===== src/rtl/hilo_muldiv_unit.sv =====
// hilo_muldiv_unit
//   Owns the architectural HI/LO registers beside the E-stage ALU. It runs
//   MULT/MULTU in one extra cycle and DIV/DIVU with a restoring radix-2
//   divider that produces one quotient bit per cycle. It applies MTHI/MTLO
//   writes and holds the F/D/E stages while a multi-cycle operation runs.
//
//   Optional feature (macro HILO_BYPASS_EN):
//     defined   - hi_o/lo_o forward rs_i combinationally during an accepted
//                 MTHI/MTLO cycle.
//     undefined - hi_o/lo_o are pure register outputs.
//
// Ports:
//   clk          in   core clock, rising edge
//   resetn       in   asynchronous reset, active low
//   valid_i      in   E-stage instruction valid (not flushed)
//   hilowrite_i  in   10 = MTHI, 01 = MTLO, 11 = mult/div, 00 = none
//   mdsel_i      in   00 MULT, 01 MULTU, 10 DIV, 11 DIVU (used when hilowrite_i = 11)
//   rs_i         in   dividend / multiplicand / MTHI-MTLO data
//   rt_i         in   divisor / multiplier
//   flush_i      in   kill of the E stage
//   stall_o      out  hold F/D/E stages
//   hi_o, lo_o   out  current HI / LO
//
// Handshake: there is no ready. An instruction that is valid in IDLE with
// hilowrite_i = 11 starts at once. stall_o stays high until the cycle the
// result is in HI/LO (DONE). The upstream must hold the instruction while
// stall_o is high. Operands are captured on the edge that leaves IDLE.
module hilo_muldiv_unit #(
  parameter int WIDTH = 32
) (
  input  logic             clk,
  input  logic             resetn,
  input  logic             valid_i,
  input  logic [1:0]       hilowrite_i,
  input  logic [1:0]       mdsel_i,
  input  logic [WIDTH-1:0] rs_i,
  input  logic [WIDTH-1:0] rt_i,
  input  logic             flush_i,
  output logic             stall_o,
  output logic [WIDTH-1:0] hi_o,
  output logic [WIDTH-1:0] lo_o
);

  localparam int CW = (WIDTH > 1) ? $clog2(WIDTH) : 1;

  typedef enum logic [1:0] {
    S_IDLE = 2'd0,
    S_MUL  = 2'd1,
    S_DIV  = 2'd2,
    S_DONE = 2'd3
  } state_e;

  state_e           state_q, state_d;
  logic [WIDTH-1:0] hi_q, hi_d, lo_q, lo_d;
  // opa: multiplicand, or the dividend magnitude that shifts out into the quotient
  // opb: multiplier, or the divisor magnitude
  logic [WIDTH-1:0] opa_q, opa_d, opb_q, opb_d;
  logic [WIDTH-1:0] rem_q, rem_d;
  logic [CW-1:0]    cnt_q, cnt_d;
  logic             sgn_q, sgn_d;    // signed multiply
  logic             qneg_q, qneg_d;  // negate the quotient at the end
  logic             rneg_q, rneg_d;  // negate the remainder at the end

  // Acceptance in IDLE
  logic accept, start, mthi_wr, mtlo_wr;
  assign accept  = (state_q == S_IDLE) && valid_i && !flush_i;
  assign start   = accept && (hilowrite_i == 2'b11);
  assign mthi_wr = accept && (hilowrite_i == 2'b10);
  assign mtlo_wr = accept && (hilowrite_i == 2'b01);

  // Operand magnitudes for a signed DIV. The most-negative value wraps to
  // itself, which is still its correct unsigned magnitude.
  logic             div_signed;
  logic [WIDTH-1:0] rs_mag, rt_mag;
  assign div_signed = ~mdsel_i[0];
  assign rs_mag = (div_signed && rs_i[WIDTH-1]) ? -rs_i : rs_i;
  assign rt_mag = (div_signed && rt_i[WIDTH-1]) ? -rt_i : rt_i;

  // Multiplier: extend both operands to 2W bits. The low 2W bits of the
  // product are then correct for both signed and unsigned forms.
  logic [2*WIDTH-1:0] a_ext, b_ext, prod;
  assign a_ext = sgn_q ? {{WIDTH{opa_q[WIDTH-1]}}, opa_q} : {{WIDTH{1'b0}}, opa_q};
  assign b_ext = sgn_q ? {{WIDTH{opb_q[WIDTH-1]}}, opb_q} : {{WIDTH{1'b0}}, opb_q};
  assign prod  = a_ext * b_ext;

  // One restoring-division step. The partial remainder is always below the
  // divisor, so the shifted value is below 2*divisor. The top bit of the
  // (W+1)-bit difference is therefore set exactly when the trial subtract
  // would go negative.
  logic [WIDTH:0]   shifted, diff;
  logic             qbit;
  logic [WIDTH-1:0] rem_nxt, quo_nxt, quo_fin, rem_fin;
  assign shifted = {rem_q, opa_q[WIDTH-1]};
  assign diff    = shifted - {1'b0, opb_q};
  assign qbit    = ~diff[WIDTH];
  assign rem_nxt = qbit ? diff[WIDTH-1:0] : shifted[WIDTH-1:0];
  assign quo_nxt = {opa_q[WIDTH-2:0], qbit};
  assign quo_fin = qneg_q ? -quo_nxt : quo_nxt;
  assign rem_fin = rneg_q ? -rem_nxt : rem_nxt;

  always_comb begin
    state_d = state_q;
    hi_d    = hi_q;
    lo_d    = lo_q;
    opa_d   = opa_q;
    opb_d   = opb_q;
    rem_d   = rem_q;
    cnt_d   = cnt_q;
    sgn_d   = sgn_q;
    qneg_d  = qneg_q;
    rneg_d  = rneg_q;
    stall_o = 1'b0;
    case (state_q)
      S_IDLE: begin
        if (start) begin
          stall_o = 1'b1;
          if (!mdsel_i[1]) begin
            opa_d   = rs_i;
            opb_d   = rt_i;
            sgn_d   = ~mdsel_i[0];
            state_d = S_MUL;
          end else if (rt_i == '0) begin
            // Divide by zero: the result is written on this edge.
            hi_d    = rs_i;
            lo_d    = '1;
            state_d = S_DONE;
          end else begin
            opa_d   = rs_mag;
            opb_d   = rt_mag;
            rem_d   = '0;
            cnt_d   = '0;
            qneg_d  = div_signed && (rs_i[WIDTH-1] ^ rt_i[WIDTH-1]);
            rneg_d  = div_signed && rs_i[WIDTH-1];
            state_d = S_DIV;
          end
        end else if (mthi_wr) begin
          hi_d = rs_i;
        end else if (mtlo_wr) begin
          lo_d = rs_i;
        end
      end
      S_MUL: begin
        if (flush_i) begin
          state_d = S_IDLE;
        end else begin
          stall_o = 1'b1;
          hi_d    = prod[2*WIDTH-1:WIDTH];
          lo_d    = prod[WIDTH-1:0];
          state_d = S_DONE;
        end
      end
      S_DIV: begin
        if (flush_i) begin
          state_d = S_IDLE;
        end else begin
          stall_o = 1'b1;
          opa_d   = quo_nxt;
          rem_d   = rem_nxt;
          cnt_d   = cnt_q + CW'(1);
          if (cnt_q == CW'(WIDTH - 1)) begin
            lo_d    = quo_fin;
            hi_d    = rem_fin;
            state_d = S_DONE;
          end
        end
      end
      S_DONE: begin
        // The stalled instruction retires here. It is never restarted.
        state_d = S_IDLE;
      end
      default: state_d = S_IDLE;
    endcase
  end

  always_ff @(posedge clk or negedge resetn) begin
    if (!resetn) begin
      state_q <= S_IDLE;
      hi_q    <= '0;
      lo_q    <= '0;
      opa_q   <= '0;
      opb_q   <= '0;
      rem_q   <= '0;
      cnt_q   <= '0;
      sgn_q   <= 1'b0;
      qneg_q  <= 1'b0;
      rneg_q  <= 1'b0;
    end else begin
      state_q <= state_d;
      hi_q    <= hi_d;
      lo_q    <= lo_d;
      opa_q   <= opa_d;
      opb_q   <= opb_d;
      rem_q   <= rem_d;
      cnt_q   <= cnt_d;
      sgn_q   <= sgn_d;
      qneg_q  <= qneg_d;
      rneg_q  <= rneg_d;
    end
  end

`ifdef HILO_BYPASS_EN
  assign hi_o = mthi_wr ? rs_i : hi_q;
  assign lo_o = mtlo_wr ? rs_i : lo_q;
`else
  assign hi_o = hi_q;
  assign lo_o = lo_q;
`endif

endmodule


===== config.mk =====
export PLATFORM = sky130hd
export DESIGN_NAME = hilo_muldiv_unit
export DESIGN_NICKNAME = d
export VERILOG_FILES = /design/src/rtl/hilo_muldiv_unit.sv
export SDC_FILE = /design/constraint.sdc
export NUM_CORES = 2
export LEC_CHECK = 0
export ABC_AREA = 1
export BUFFER_PORTS_ARGS = -buffer_cell sky130_fd_sc_hd__buf_2
export CAP_MARGIN = 20
export CORE_MARGIN = 5
export CORE_UTILIZATION = 40
export CTS_BUF_LIST = sky130_fd_sc_hd__clkbuf_8
export DETAILED_ROUTE_END_ITERATION = 7
export GPL_TIMING_DRIVEN = 0
export MAX_ROUTING_LAYER = met4
export PLACE_DENSITY_LB_ADDON = 0.15
export SLEW_MARGIN = 20
export SYNTH_ARGS = -nofsm -noshare
export SYNTH_HDL_FRONTEND = slang
export SYNTH_SLANG_ARGS = --single-unit

===== constraint.sdc =====
create_clock -name clk -period 15.8 [get_ports clk]
set_input_delay 0.79 -clock clk [delete_from_list [all_inputs] [get_ports clk]]
set_output_delay 0.79 -clock clk [all_outputs]
set_load 0.01 [all_outputs]

# Word level (Yosys, flattened, before mapping)
# Index checks and enable logic that the tools add are counted.
[classes] n_mux=51 eq_ne=21 n_reduce_logical=22 n_mul=1 n_bitwise=5 n_addsub=6
[ops] cell="2-to-1 mux 32 bit" n=30
[ops] cell="one-hot mux 32 bit (3 select lines)" n=2
[ops] cell="2-to-1 mux 64 bit" n=2
[ops] cell="negator 32 bit" n=4
[ops] cell="one-hot mux 32 bit (2 select lines)" n=2
[ops] cell="multiplier 64 x 64 -> 64 bit" n=1
[ops] cell="subtractor 33 x 32 -> 33 bit" n=1
[ops] cell="zero test 32 bit" n=1
[ops] cell="2-to-1 mux 5 bit" n=4
[ops] cell="!= test 3 bit (second input constant)" n=6
[ops] cell="!= test 2 bit (second input constant)" n=7
[ops] cell="2-to-1 mux 2 bit" n=5
[ops] cell="one-hot mux 5 bit (2 select lines)" n=1
[ops] cell="equality test 2 bit (second input constant)" n=4
[ops] cell="logical AND 1 bit" n=8
[ops] cell="one-hot mux 2 bit (4 select lines)" n=1
[ops] cell="AND reduction 4 bit" n=2
[ops] cell="AND reduction 8 bit" n=1
[ops] cell="AND reduction 7 bit" n=1
[ops] cell="AND reduction 3 bit" n=2
[ops] cell="adder 5 x 1 -> 5 bit (second input constant)" n=1
[ops] cell="equality test 5 bit (second input constant)" n=1
[ops] cell="AND reduction 5 bit" n=1
[ops] cell="equality test 2 x 1 -> 1 bit (second input constant)" n=2
[ops] cell="11 further kinds" n=16
[word_totals] output_inout_bits=65 elab_cells=116 register_bits=170

# Logic depth before layout (Yosys ltp)
[logic_depth] depth_word=8 depth_mapped=44

# Least setup slack after synthesis
# Ideal clock, no wire load.
[synth_path] kind="register to register" from="reg opa_q[31]" to="reg hi_q[28], in the netlist hi_o[28]" t_arrival_ns=8.825 slack_ns=6.858 stages_incl_launch_ff=39 setup_time_ns=0.117 path_cell_list="dfrtp_1 clkbuf_1 nand2_1 clkbuf_1 nor2_1 fa_1 inv_1 fa_1 inv_1 fa_1 inv_1 fa_1 inv_1 fa_1 fa_1 fa_1 fa_1 fa_1 (+3 left out) ha_1 nand2_1 nor2_1 inv_1 nor2_1 inv_1 nor2_1 nand4_1 o21ai_0 nand4_1 nand2_1 a21oi_1 o21ai_0 nand2_1 inv_1 nand2_1 nand2_1 nand2_1"
[synth_between] elab_chain_cells=7
[synth_lines] element="start: declaration" line_no="57" rtl="logic [WIDTH-1:0] opa_q, opa_d, opb_q, opb_d;"
[synth_lines] element="start signal: assignment" line_no="191" rtl="opa_q <= opa_d;"
[synth_lines] element="parallel branches: the longest is 6 deep, another holds multiplier 64 x 64 -> 64 bit"
[synth_lines] element="one-hot mux 32 bit (3 select lines) (*)" line_no="113" rtl="case (state_q)"
[synth_lines] element="end signal: assignment" line_no="189" rtl="hi_q <= hi_d;"
[synth_lines] element="end: declaration" line_no="54" rtl="logic [WIDTH-1:0] hi_q, hi_d, lo_q, lo_d;"
# Mark *: on every way between the ends. The select of a mux whose other input is x is not followed.
# A chain may end at the register's enable or synchronous reset.

# Final worst setup path
[layout_path] from="reg opa_q[31]" to="reg hi_q[20], in the netlist hi_o[20]"
# Same word-level chain as after synthesis.

==> metrics.md <==
| Metric | Value |
|---|---|
| Top-count cell post-synth | `inv_1` |
| Starting density of the core | `40.3%` |
| Max-slew headroom | `15.6%` |
| Tmin final | `13,260 ps` |
| Cell repeated most along the worst path | `fa_1` |
| Die footprint | `0.168 sq mm` |
| Clock tree buffer depth | `2` |
| Worst-Skew Late Latency | `670 ps` |
| Hold Path Class | `input port to async pin` |
| # Post-CTS Setup Buffers | `0` |
| Detailed-route via count | `55,800` |
| Syn. warnings | `0` |
| CTS tree | `yes` |
| Routed WL | `300,000 microns` |
| Sink Count | `170` |
| Total core area | `0.159 sq mm` |
| CTS buffer count | `17` |
| First-pass GRT wire length | `426,000 microns` |
| Top post-synthesis cells by area | `fa_1 (45%), inv_1 (15%), nand2_1 (12%)` |
| Root Driver | `clkbuf_8` |
| Synth Register Bits | `170` |
| Post-route ant nets | `0` |
| Main synth FF type | `dfrtp_1` |
| # DRC | `0` |
| Nature of the critical path endpoint | `flip-flop` |
| Fmax achieved | `75.4 MHz` |
| 1st-iter DRT viols | `6,051` |
| Slowest cell on crit path | `inv_1` |
| Cts-stage hold buffer count | `0` |
| Seq/Total Area, Yosys | `6.66%` |
| # IOs | `137` |
| Tot GR Track Use | `37.1%` |
| Setup TNS Final | `0 ps` |
| Layout net count | `10,400` |
| Worst Max-Slew Pin Slew | `1270 ps` |
| Largest net degree at the start of global routing | `72` |
| Peak fanout along the critical path | `10` |
| Maxcap violations | `0` |
| Initial antenna violation count | `29` |
| Vias in the first global route | `57,200` |
| Clk_skew | `63.4 ps` |
| Post-synth EDFFs | `0` |
| WP data arrival | `13,790 ps` |
| Crit start category | `flip-flop` |
| Post-CTS Resized | `0` |
| Die X | `409 microns` |
| Syn Nets | `10,200` |
| 1st-pass router iterations | `7` |
| Synth Instances | `8,355` |
| Synth cell types | `61` |
| Slew Limit Fails | `0` |
| Fraction of registers with async set/reset | `100%` |
| RSZ-0062 raised after global routing | `false` |
| Setup violations, final | `0` |
| Post-synth top area share | `44.5%` |
| Share of cells above drive strength 1 | `3.82%` |
| Final GP Congestion | `1.03` |
| Final hold slack | `42.0 ps` |
| Status | `complete, no violations` |
| Fillers | `16,800` |
| Critical Path Max Stage Delay | `950 ps` |
| Routed len/inst | `28.2 microns` |
| Area growth from synthesis to layout | `6.31%` |
| Leading area contributor after synthesis | `fa_1` |
| Clock-pin slew on the worst setup and hold paths | `180 ps` |
| Row Count | `146` |
| Congestion Overflow GR | `0` |
| Mapped cell area | `0.0638 sq mm` |
| CP Data Required Time | `16,330 ps` |
| Post-synth top cells | `inv_1 (2,542), nand2_1 (1,972), fa_1 (1,420)` |
| Syn avg cell area | `7.64 sq um` |
| Die height | `409 microns` |
| Crit Path Category | `flip-flop to flip-flop` |
| PortBufs | `136` |
| Period utilization | `83.9%` |
| H-tree lvl count | `4` |
| Hpwl dp | `261,000 microns` |
| Fin. Hold Viols | `0` |
| Routed vias/inst | `5.25` |
area by class of cell:
cell class	instances	area, sq um	area share (%)
multi-input cells	5276	48600	71.7
inverters	2555	9590	14.1
flip-flops and latches	170	4250	6.27
well taps	2072	2590	3.82
plain buffers	354	1450	2.13
repair buffers	145	852	1.26
clock buffers	17	234	0.345
clock inverters	15	204	0.301
diodes	19	47.5	0.0701
critical path: cells and delay by family, from the launching register on:
| family | cells | cell delay [ps] |
|---|---|---|
| compound gates | 3 | 1180 |
| buf+inv | 11 | 3120 |
| flops | 1 | 490 |
| simple gates | 10 | 1660 |
| xor+xnor | 1 | 240 |
| fa+ha+maj | 11 | 6390 |
metal layers:
metal / vias to the layer above / share of wire, % / wire, microns / global-route usage (%)
li1: 24200 / - / - / -
met1: 28300 / 42 / 126000 / 50.5
met2: 2848 / 42 / 126000 / 53.2
met3: 479 / 11 / 31900 / 9.10
met4: 0 / 5.2 / 15700 / 15.0
met5: - / 0 / 0 / -
kinds of logic (layout without fill, tap and decap cells):
group / Yosys count / after routing / synth area share (%)
other cells: 0 / 19 / 0
mux: 1 / 1 / 0.0157
buf+inv: 2909 / 3086 / 17.2
simple gates: 2734 / 2734 / 17.3
flops: 170 / 170 / 6.66
fa+ha+maj: 1771 / 1771 / 51.4
xor+xnor: 112 / 112 / 1.56
compound gates: 658 / 658 / 5.82
worst paths after layout:
path,startpoint,end,slack (ps),depth (start not counted)
min in group clk,mdsel_i[0],sgn_q,410,2
worst min register to register,hi_o[5],hi_o[5],490,2
max in group asynchronous,resetn,opa_q[24],14700,3
worst min-delay path,resetn,rneg_q,40,1
worst max-delay path,opa_q[31],hi_o[20],2540,36
worst max register to register,opa_q[31],hi_o[20],2540,36
state kept, by name (all words and copies together) (netlist names):
register	count
lo_o	32
sgn_q	1
rem_q	32
hi_o	32
rneg_q	1
cnt_q	5
opb_q	32
opa_q	32
qneg_q	1
state_q	2
metrics by stage:
stage               instances  cell area [sq um]  setup slack [ps]  util (%)
detailed placement      10600              67400              2880      42.5
global placement        10600              67100              2620      42.3
finish                  10600              67900              2540      42.8
global route            10600              67900              2160      42.8
CTS                     10600              67800              2750      42.8
floorplan                8355              63800              6860         -
cells in the final DEF (no fill, tap or decap), drive strengths merged, types with 2 or more instances in the layout:
master	n
a211oi	2
a21boi	2
a21o	16
a21oi	228
a22o	3
a22oi	2
a31oi	42
and2	2
and3	3
buf	220
clkbuf	296
clkinv	10
dfrtp	170
diode	19
fa	1420
ha	351
inv	2558
nand2	1997
nand3	231
nand3b	22
nand4	25
nor2	366
nor3	52
nor4	14
o2111ai	7
o211ai	24
o21a	4
o21ai	251
o21bai	15
o221ai	6
o22ai	38
o311ai	9
o31ai	6
or2	21
xnor2	47
xor2	64
Power is not shown: default switching activity piles up to over one toggle a cycle in this logic, so the estimate is an artifact.
